`config.mk`:
```
export PLATFORM = sky130hd
export DESIGN_NAME = mem_ctrl_flat
export DESIGN_NICKNAME = d
export VERILOG_FILES = /design/src/rtl/mem_pkg.sv /design/src/rtl/mem_ctrl_if.sv /design/src/rtl/mem_lane.sv /design/src/rtl/mem_ctrl.sv /design/src/flat_wrapper.sv
export SDC_FILE = /design/constraint.sdc
export NUM_CORES = 1
export LEC_CHECK = 0
export BUFFER_PORTS_ARGS = -buffer_cell sky130_fd_sc_hd__buf_4
export CELL_PAD_IN_SITES_DETAIL_PLACEMENT = 2
export CELL_PAD_IN_SITES_GLOBAL_PLACEMENT = 2
export CORE_MARGIN = 3
export CORE_UTILIZATION = 27
export DETAILED_ROUTE_END_ITERATION = 10
export MAX_ROUTING_LAYER = met4
export PLACE_DENSITY = 0.76
export SLEW_MARGIN = 20
export SYNTH_ARGS = -nofsm -noshare
export SYNTH_HDL_FRONTEND = slang
export SYNTH_SLANG_ARGS = --single-unit
```
`constraint.sdc`:
```
create_clock -name clk -period 2.44 [get_ports clk]
set_input_delay 0.122 -clock clk [delete_from_list [all_inputs] [get_ports clk]]
set_output_delay 0.122 -clock clk [all_outputs]
set_load 0.05 [all_outputs]
```
`src/rtl/mem_pkg.sv`:
```
// Shared encodings for the load/store sequencer.
// Size codes, FSM states and the default data region.
package mem_pkg;

  localparam logic [1:0] SZ_BYTE = 2'd0;
  localparam logic [1:0] SZ_HALF = 2'd1;
  localparam logic [1:0] SZ_WORD = 2'd2;

  localparam logic [11:0] REGION_DEF = 12'h001;

  typedef enum logic [2:0] {
    S_IDLE,
    S_ALIGN,
    S_READ0,
    S_READ1,
    S_WRITE0,
    S_WRITE1,
    S_DONE
  } state_t;

endpackage

```
`src/rtl/mem_ctrl_if.sv`:
```
// Two-phase 32-bit data bus between the sequencer and memory.
// Master drives the command, slave returns read data.
interface mem_ctrl_if;

  logic        bus_en;
  logic        bus_rw;
  logic [31:0] bus_addr;
  logic [31:0] bus_wdata;
  logic [31:0] bus_rdata;

  modport master (
    output bus_en,
    output bus_rw,
    output bus_addr,
    output bus_wdata,
    input  bus_rdata
  );

  modport slave (
    input  bus_en,
    input  bus_rw,
    input  bus_addr,
    input  bus_wdata,
    output bus_rdata
  );

endinterface

```
`src/rtl/mem_lane.sv`:
```
// Byte-lane steering: load extraction and store merge.
// Purely combinational, little-endian lanes.
module mem_lane
  import mem_pkg::*;
(
  input  logic [1:0]  size,
  input  logic        sext,
  input  logic [1:0]  off,
  input  logic [31:0] word,
  input  logic [31:0] wdata,
  output logic [31:0] load_val,
  output logic [31:0] store_word
);

  logic [7:0]  b;
  logic [15:0] h;

  always_comb begin
    b = word[7:0];
    unique case (off)
      2'd0: b = word[7:0];
      2'd1: b = word[15:8];
      2'd2: b = word[23:16];
      2'd3: b = word[31:24];
      default: b = word[7:0];
    endcase
    h = off[1] ? word[31:16] : word[15:0];
  end

  always_comb begin
    load_val = word;
    unique case (1'b1)
      (size == SZ_BYTE):
        load_val = {{24{sext & b[7]}}, b};
      (size == SZ_HALF):
        load_val = {{16{sext & h[15]}}, h};
      default:
        load_val = word;
    endcase
  end

  always_comb begin
    store_word = word;
    unique case (1'b1)
      (size == SZ_BYTE): begin
        unique case (off)
          2'd0: store_word[7:0]   = wdata[7:0];
          2'd1: store_word[15:8]  = wdata[7:0];
          2'd2: store_word[23:16] = wdata[7:0];
          2'd3: store_word[31:24] = wdata[7:0];
          default: store_word = word;
        endcase
      end
      (size == SZ_HALF): begin
        if (off[1]) store_word[31:16] = wdata[15:0];
        else        store_word[15:0]  = wdata[15:0];
      end
      default:
        store_word = wdata;
    endcase
  end

endmodule

```
`src/rtl/mem_ctrl.sv`:
```
// Load/store sequencer from the CPU memory stage to the
// two-phase bus; sub-word stores are read-modify-write.
module mem_ctrl
  import mem_pkg::*;
#(
  parameter logic [11:0] REGION = REGION_DEF
) (
  input  logic        clk,
  input  logic        rst,
  input  logic        req,
  input  logic        we,
  input  logic [1:0]  size,
  input  logic        sext,
  input  logic [31:0] addr,
  input  logic [31:0] wdata,
  output logic [31:0] rdata,
  output logic        ready,
  output logic        err,
  mem_ctrl_if.master  bus
);

  state_t      state_q, state_d;
  logic        phase_q, phase_d;
  logic        we_q, we_d;
  logic [1:0]  size_q, size_d;
  logic        sext_q, sext_d;
  logic [31:0] addr_q, addr_d;
  logic [31:0] wr_q, wr_d;
  logic [31:0] rdata_q, rdata_d;
  logic        err_q, err_d;

  logic        illegal;
  logic        in_wst;
  logic        q_wst;
  logic [31:0] load_val;
  logic [31:0] store_word;

  mem_lane u_lane (
    .size       (size_q),
    .sext       (sext_q),
    .off        (addr_q[1:0]),
    .word       (bus.bus_rdata),
    .wdata      (wr_q),
    .load_val   (load_val),
    .store_word (store_word)
  );

  always_comb begin
    illegal = (size == 2'd3)
            | ((size == SZ_HALF) & addr[0])
            | ((size == SZ_WORD) & (|addr[1:0]))
            | (addr[31:20] != REGION);
    in_wst  = we & (size == SZ_WORD);
    q_wst   = we_q & (size_q == SZ_WORD);
  end

  always_ff @(posedge clk) begin
    if (rst) begin
      state_q <= S_IDLE;
      phase_q <= 1'b0;
      we_q    <= 1'b0;
      size_q  <= SZ_BYTE;
      sext_q  <= 1'b0;
      addr_q  <= '0;
      wr_q    <= '0;
      rdata_q <= '0;
      err_q   <= 1'b0;
    end else begin
      state_q <= state_d;
      phase_q <= phase_d;
      we_q    <= we_d;
      size_q  <= size_d;
      sext_q  <= sext_d;
      addr_q  <= addr_d;
      wr_q    <= wr_d;
      rdata_q <= rdata_d;
      err_q   <= err_d;
    end
  end

  always_comb begin
    state_d = state_q;
    phase_d = ~phase_q;
    we_d    = we_q;
    size_d  = size_q;
    sext_d  = sext_q;
    addr_d  = addr_q;
    wr_d    = wr_q;
    rdata_d = rdata_q;
    err_d   = err_q;
    unique case (state_q)
      S_IDLE: begin
        if (req) begin
          we_d   = we;
          size_d = size;
          sext_d = sext;
          addr_d = addr;
          wr_d   = wdata;
          err_d  = illegal;
          // Bus cycles must start on a low-half (phase 0) cycle
          if (illegal)      state_d = S_DONE;
          else if (!phase_q) state_d = S_ALIGN;
          else if (in_wst)   state_d = S_WRITE0;
          else               state_d = S_READ0;
        end
      end
      S_ALIGN:  state_d = q_wst ? S_WRITE0 : S_READ0;
      S_READ0:  state_d = S_READ1;
      S_READ1: begin
        if (we_q) begin
          wr_d    = store_word;
          state_d = S_WRITE0;
        end else begin
          rdata_d = load_val;
          state_d = S_DONE;
        end
      end
      S_WRITE0: state_d = S_WRITE1;
      S_WRITE1: state_d = S_DONE;
      S_DONE:   state_d = S_IDLE;
      default:  state_d = S_IDLE;
    endcase
  end

  always_comb begin
    rdata         = rdata_q;
    ready         = (state_q == S_DONE);
    err           = (state_q == S_DONE) & err_q;
    bus.bus_en    = (state_q == S_READ0)
                  | (state_q == S_READ1)
                  | (state_q == S_WRITE0)
                  | (state_q == S_WRITE1);
    bus.bus_rw    = (state_q == S_WRITE0)
                  | (state_q == S_WRITE1);
    bus.bus_addr  = {addr_q[31:2], 2'b00};
    bus.bus_wdata = wr_q;
  end

endmodule

```
`src/flat_wrapper.sv`:
```
// flat-port wrapper written by rule: the top's interface ports become plain ports
module mem_ctrl_flat import mem_pkg::*;
#(
  parameter logic [11:0] REGION = REGION_DEF
)
  (clk, rst, req, we, size, sext, addr, wdata, rdata, ready, err, bus_bus_en, bus_bus_rw, bus_bus_addr, bus_bus_wdata, bus_bus_rdata);
  mem_ctrl_if bus_i ();
  input  logic clk;
  input  logic rst;
  input  logic req;
  input  logic we;
  input  logic [1:0] size;
  input  logic sext;
  input  logic [31:0] addr;
  input  logic [31:0] wdata;
  output logic [31:0] rdata;
  output logic ready;
  output logic err;
  output wire logic [$bits(bus_i.bus_en)-1:0] bus_bus_en;
  output wire logic [$bits(bus_i.bus_rw)-1:0] bus_bus_rw;
  output wire logic [$bits(bus_i.bus_addr)-1:0] bus_bus_addr;
  output wire logic [$bits(bus_i.bus_wdata)-1:0] bus_bus_wdata;
  input wire logic [$bits(bus_i.bus_rdata)-1:0] bus_bus_rdata;
  assign bus_bus_en = bus_i.bus_en;
  assign bus_bus_rw = bus_i.bus_rw;
  assign bus_bus_addr = bus_i.bus_addr;
  assign bus_bus_wdata = bus_i.bus_wdata;
  assign bus_i.bus_rdata = bus_bus_rdata;
  mem_ctrl #(.REGION(REGION)) u_core (.clk(clk), .rst(rst), .req(req), .we(we), .size(size), .sext(sext), .addr(addr), .wdata(wdata), .rdata(rdata), .ready(ready), .err(err), .bus(bus_i));
endmodule
```
==> metrics, run 1 <==
Max Fclk roughly 470 MHz; initial core utilization 27.7%; initial DRC count between 300 and 400; Layout Area Growth over Synthesis 34.1%; Tcrit/Tclk final between 80% and 90%; CTS Hold Bufs 0; Arrival @ worst endpoint 2.34 ns; Worst EP required 2.67 ns; Yosys reg bits 105; Worst Skew 0.00558 ns; drt via density 5.19; Hold Path Depth 3; Area contributors post-synth dfxtp_1, nand2_1, a211oi_1; Bufs and invs on worst path 0; Cells after Synth 677; Crit Path Max Fanout 16; synthesized area 0.00544 mm^2; Final ANT Viol Nets 0; die area 0.0219 mm^2; register area share after synthesis 38.6%; clock network fraction of total power 18.8%; Reg clk slew, reported paths 0.07 ns; Finish-stage setup viols 0; CP cell instances or3b_1, a221o_1, o41ai_1; CTS Buf Count 9; YS warnings 0; Slew headroom ~50%; DRC 0; max cap viols 0; antenna fix cells 0; first-pass GRT wire length 35900 um; Yosys top cell area share between 30% and 40%; Reg power frac 31.1%; routability cong. roughly 0.86; Fin Hold WS 0.0142 ns; antenna violations before repair 0; max-slew violations 0; PortBufs 200; hold path endpoint u_core.addr_q[11]$_SDFFE_PP0P_; CTS tree built; Max VDD drop 0.432 mV; clock buffer depth 2; # Post-CTS Setup Buffers 0; Primary FF master, synth dfxtp_1; status complete, no violations; pwr dens 1110 mW/mm^2; GRT overflow 0; combinational share of power 50.2%; Placed Cells 1080; switching power 3820 uW; RSZ-0062 raised after global routing no; CP max-delay cell a221o_1; row count 51; Synth Area per Inst 8.04 um^2; Root Driver clkbuf_16; routed wire length 23300 um; FFs w/ async S/R, synth 0%; crit path capture type flop; vias in the first global route 6195; Synth cell types 53; Horiz. Die Dim approximately 150 um; Worst Reg-to-Reg Cells 3; Worst Tran Pin Value 0.753 ns; R2R Path Start u_core.state_q[0]$_SDFFE_PP0N_; worst-skew pair later-pin latency 0.35 ns; Via Count 5686; H-tree Lvls 3; Final nets 929; internal power ~4300 uW; chip height 148 um; CP max stage delay 0.60 ns; final std cells w/o fill 1095; Core Area 0.0197 mm^2; most area-hungry cell type in the Yosys netlist dfxtp_1; crit path kind flop to flop; switch share 47.3%; cell family with most CP delay compound AO/OA/AOI/OAI gates; proportion of layout cells with a drive suffix above 1 around a third; placed wire-length estimate between 15000 and 20000 um; Pleak 0.00293 uW; Tot GR Track Use 21.5%; TritonRoute pass-1 iters 4; Worst R2R End u_core.bus.bus_wdata[12]$_SDFFE_PP0P_; Post-synth EDFFs 0; HP Class input port to flop; crit start category flop; largest net degree at the start of global routing 53; WL/cell ~21 um; flop-to-flop setup slack 0.33 ns; post-CTS sizing 0; Min-Delay Startpoint addr[11]; IO Pins 203; Sum Neg Setup Slack 0 ns; Num Clock Sinks around 110; Hold Violations, Final 0; fin crit period 2.11 ns
kinds of logic after synthesis:
logic type / share of synthesized area (%)
other: 0.0689
AOI/OAI and AO/OA: 24.7
muxes: 5.15
buffers and inverters: 9.15
xor gates and xnor gates: 0.161
and+or+nand+nor: 22.1
DFF: 38.6
cell usage in the layout, fill, tap and decap left out, drive strengths merged, types with 2 or more instances in the layout:
cell type and instances:
a21oi 64, mux2 16, a311oi 14, o21ai 8, mux2i 10, inv 4
a22oi 8, o211ai 2, or2 2, nand2b 10, buf 227, nor2 74
or3 6, a22o 8, and3 9, nor2b 5, o221ai 8, a41oi 2
nor3 4, and2 2, nor4 2, clkbuf 13, conb 2, nand2 114
a211oi 42, nand3 3, o31ai 2, dfxtp 105, o41ai 23, nand3b 24
stage by stage:
stage | instance area [um^2] | power (uW) | utilization (%) | setup WS [ns]
finish | 7300 | 8070 | 37.1 | 0.334
global route | 7300 | 8530 | 37.1 | 0.212
CTS | 7300 | 8160 | 37.1 | 0.342
detailed placement | 7000 | 6620 | 35.6 | 0.358
global placement | 7000 | 6450 | 35.6 | 0.476
floorplan | 5450 | 5320 | - | 0.599
worst min-delay path, delay by kind of cell:
family	cells	cell delay, ns
AND/OR/NAND/NOR	1	0.04
buffers and inverters	1	0.11
AO/OA/AOI/OAI	1	0.05
sequential cells by signal, summed over array words and instances, names as in the netlist:
| name | count |
|---|---|
| u_core.size_q | 2 |
| u_core.rdata | 32 |
| u_core.phase_q | 1 |
| u_core.we_q | 1 |
| u_core.state_q | 3 |
| u_core.sext_q | 1 |
| u_core.bus.bus_wdata | 32 |
| u_core.addr_q | 32 |
| u_core.err_q | 1 |
worst max-delay path by stage:
stage	end	startpoint	depth (start not counted)
6_report	u_core.bus.bus_wdata[12]$_SDFFE_PP0P_	u_core.state_q[0]$_SDFFE_PP0N_	3
5_1_grt	u_core.bus.bus_wdata[12]$_SDFFE_PP0P_	u_core.state_q[0]$_SDFFE_PP0N_	3
4_1_cts	u_core.bus.bus_wdata[12]$_SDFFE_PP0P_	u_core.state_q[0]$_SDFFE_PP0N_	3
3_5_place_dp	u_core.bus.bus_wdata[12]$_SDFFE_PP0P_	u_core.state_q[0]$_SDFFE_PP0N_	3
3_3_place_gp	u_core.err_q$_SDFFE_PP0P_	u_core.state_q[0]$_SDFFE_PP0N_	4
2_1_floorplan	err	u_core.state_q[2]$_SDFFE_PP0N_	3
power groups by stage:
| stage | clock (uW) | sequential [uW] | combinational [uW] |
|---|---|---|---|
| after floorplan | 0 | 3180 | 2150 |
| after global placement | 0 | 2520 | 3930 |
| after detailed placement | 0 | 2550 | 4080 |
| after CTS | 1550 | 2510 | 4090 |
| after global routing | 1630 | 2570 | 4330 |
| final | 1510 | 2510 | 4050 |
per-layer routing:
metal	vias to the layer above	part of all wire (%)	global-route usage, %
met3	25	4.8	2.94
met5	-	0	-
met2	159	50	36.0
met1	2818	44	27.3
met4	0	1.7	6.00
li1	2684	-	-
synthesized netlist by cell type (6+ instances only):
| cell type | n |
|---|---|
| nand3b_1 | 24 |
| buf_2 | 10 |
| or3_1 | 6 |
| o221ai_1 | 8 |
| a22oi_1 | 8 |
| a21oi_1 | 62 |
| buf_4 | 33 |
| nor2_1 | 73 |
| a22o_1 | 8 |
| and3_1 | 9 |
| mux2_2 | 16 |
| o21ai_0 | 7 |
| nand2b_1 | 10 |
| nand2_1 | 114 |
| o41ai_1 | 22 |
| a311oi_1 | 14 |
| clkbuf_1 | 44 |
| dfxtp_1 | 105 |
| mux2i_1 | 10 |
| a211oi_1 | 42 |
area by class of cell:
cell class / instances / area (um^2)
fill: 2307 / 12400
multi-input combinational: 479 / 2850
sequential: 105 / 2100
timing repair buffer: 227 / 1700
tap: 265 / 332
clock buffer: 13 / 260
clock inverter: 2 / 37.5
inverter: 4 / 15.0
No activity file was read; power rests on OpenSTA's default activity.
==> run 2, diff against run 1 <==
MAX_ROUTING_LAYER = unset   (was met4)
==> metrics, run 2 (synthesized netlist as in run 1, its figures left out) <==
status complete, no violations; Root Driver clkbuf_16; Reg clk slew, reported paths 0.07 ns; Max Fclk 479 MHz; pre-CTS WS 0.358 ns; RSZ-0062 raised after global routing no; Via Count 5778; chip height 148 um; CTS Hold Bufs 0; Tot GR Track Use 20.9%; Bufs and invs on worst path 0; crit path kind flop to flop; initial core utilization 27.7%; Core Area 0.0197 mm^2; CTS tree built; PortBufs 200; pwr dens 1110 mW/mm^2; Layout Area Growth over Synthesis 34.1%; drt via density 5.28; flop-to-flop setup slack between 0.3 and 0.4 ns; antenna fix cells 0; R2R Path Start u_core.state_q[0]$_SDFFE_PP0N_; Slew headroom 50.1%; H-tree Lvls 3; TritonRoute pass-1 iters 4; Crit Path Max Fanout 16; largest net degree at the start of global routing 53; routability cong. approximately 0.85; final std cells w/o fill approximately 1100; CP max-delay cell a221o_1; DRC 0; most common cell after layout, fill and taps aside buf_4; post-CTS sizing 0; Placed Cells about 1100; CP cell instances or3b_1, a221o_1, o41ai_1; most frequent cells in the layout buf_4, nand2_1, dfxtp_1, nor2_1, a21oi_1; clock network fraction of total power a little under a fifth; Hold Violations, Final 0; Pleak between 0.002 and 0.003 uW; row count 51; crit path capture type flop; switching power 3820 uW; cell family with most CP delay compound AO/OA/AOI/OAI gates; Finish-stage setup viols 0; initial DRC count 332; max cap viols 0; Min-Delay Startpoint addr[11]; combinational share of power 50.2%; clock buffer depth 2; HP Class input port to flop; crit path setup slack, layout ~0.35 ns; routed wire length 23300 um; Horiz. Die Dim 148 um; IO Pins roughly 200; Worst EP required ~2.7 ns; vias in the first global route 6198; switch share a little under half; first-pass GRT wire length 35900 um; Max VDD drop 0.432 mV; Arrival @ worst endpoint 2.32 ns; CP max stage delay 0.59 ns; Worst Reg-to-Reg Cells 3; crit start category flop; # Post-CTS Setup Buffers 0; internal power 4250 uW; WL/cell roughly 21 um; hold path endpoint u_core.addr_q[11]$_SDFFE_PP0P_; Layout fillers 2307; Worst Tran Pin Value around 0.75 ns; Final nets 929; Worst R2R End u_core.bus.bus_wdata[12]$_SDFFE_PP0P_; placed wire-length estimate 18100 um; fin crit period between 2 and 2.5 ns; CTS Buf Count 9; Final ANT Viol Nets 0; proportion of layout cells with a drive suffix above 1 32.2%; GRT overflow 0; Tcrit/Tclk final 85.5%; Worst Skew 0.00626 ns; Reg power frac around 31%; Sum Neg Setup Slack 0 ns; max-slew violations 0; Num Clock Sinks 105; antenna violations before repair 0; worst-skew pair later-pin latency roughly 0.35 ns; die area roughly 0.022 mm^2; Hold Path Depth 3
[run 2: area by class of cell]
class,instances,area [um^2],share of cell area (%)
inverter,4,15.0,0.206
timing repair buffer,227,1700,23.3
clock buffer,13,260,3.57
tap,265,332,4.54
sequential,105,2100,28.8
multi-input combinational,479,2850,39.0
clock inverter,2,37.5,0.514
[run 2: worst max path at each step]
stage | start | to | slack (ns) | cells past startpoint
after floorplan | u_core.state_q[2]$_SDFFE_PP0N_ | err | 0.60 | 3
after global placement | u_core.state_q[0]$_SDFFE_PP0N_ | u_core.err_q$_SDFFE_PP0P_ | 0.48 | 4
after detailed placement | u_core.state_q[0]$_SDFFE_PP0N_ | u_core.bus.bus_wdata[12]$_SDFFE_PP0P_ | 0.36 | 3
after CTS | u_core.state_q[0]$_SDFFE_PP0N_ | u_core.bus.bus_wdata[12]$_SDFFE_PP0P_ | 0.34 | 3
after global routing | u_core.state_q[0]$_SDFFE_PP0N_ | u_core.bus.bus_wdata[12]$_SDFFE_PP0P_ | 0.21 | 3
final | u_core.state_q[0]$_SDFFE_PP0N_ | u_core.bus.bus_wdata[12]$_SDFFE_PP0P_ | 0.35 | 3
[run 2: power by group through the flow]
stage | Combinational [uW] | Sequential [uW] | Clock (uW)
CTS | 4090 | 2510 | 1550
floorplan | 2150 | 3180 | 0
global route | 4330 | 2570 | 1630
global placement | 3930 | 2520 | 0
detailed placement | 4080 | 2550 | 0
finish | 4050 | 2510 | 1510
[run 2: metrics by stage]
step,instance area [um^2],hold WS (ns),util [%],total power [uW]
2_1_floorplan,5450,0.258,-,5320
3_3_place_gp,7000,0.370,35.6,6450
3_5_place_dp,7000,0.381,35.6,6620
4_1_cts,7300,0.00243,37.1,8160
5_1_grt,7300,0.00516,37.1,8540
6_report,7300,0.0139,37.1,8070
[run 2: tightest hold or removal path, stage by stage]
cell and delay, ns:
buf_4 0.11, nand2_1 0.04, a21oi_1 0.05
[run 2: per-layer routing]
layer / GRT usage, % / vias to the layer above / routed length (um) / share of wire, %
met4: 6.00 / 0 / 416 / 1.8
met1: 27.3 / 2885 / 10200 / 44
met2: 35.8 / 181 / 11600 / 50
li1: - / 2686 / - / -
met5: 0 / - / 0 / 0
met3: 3.16 / 26 / 1120 / 4.8
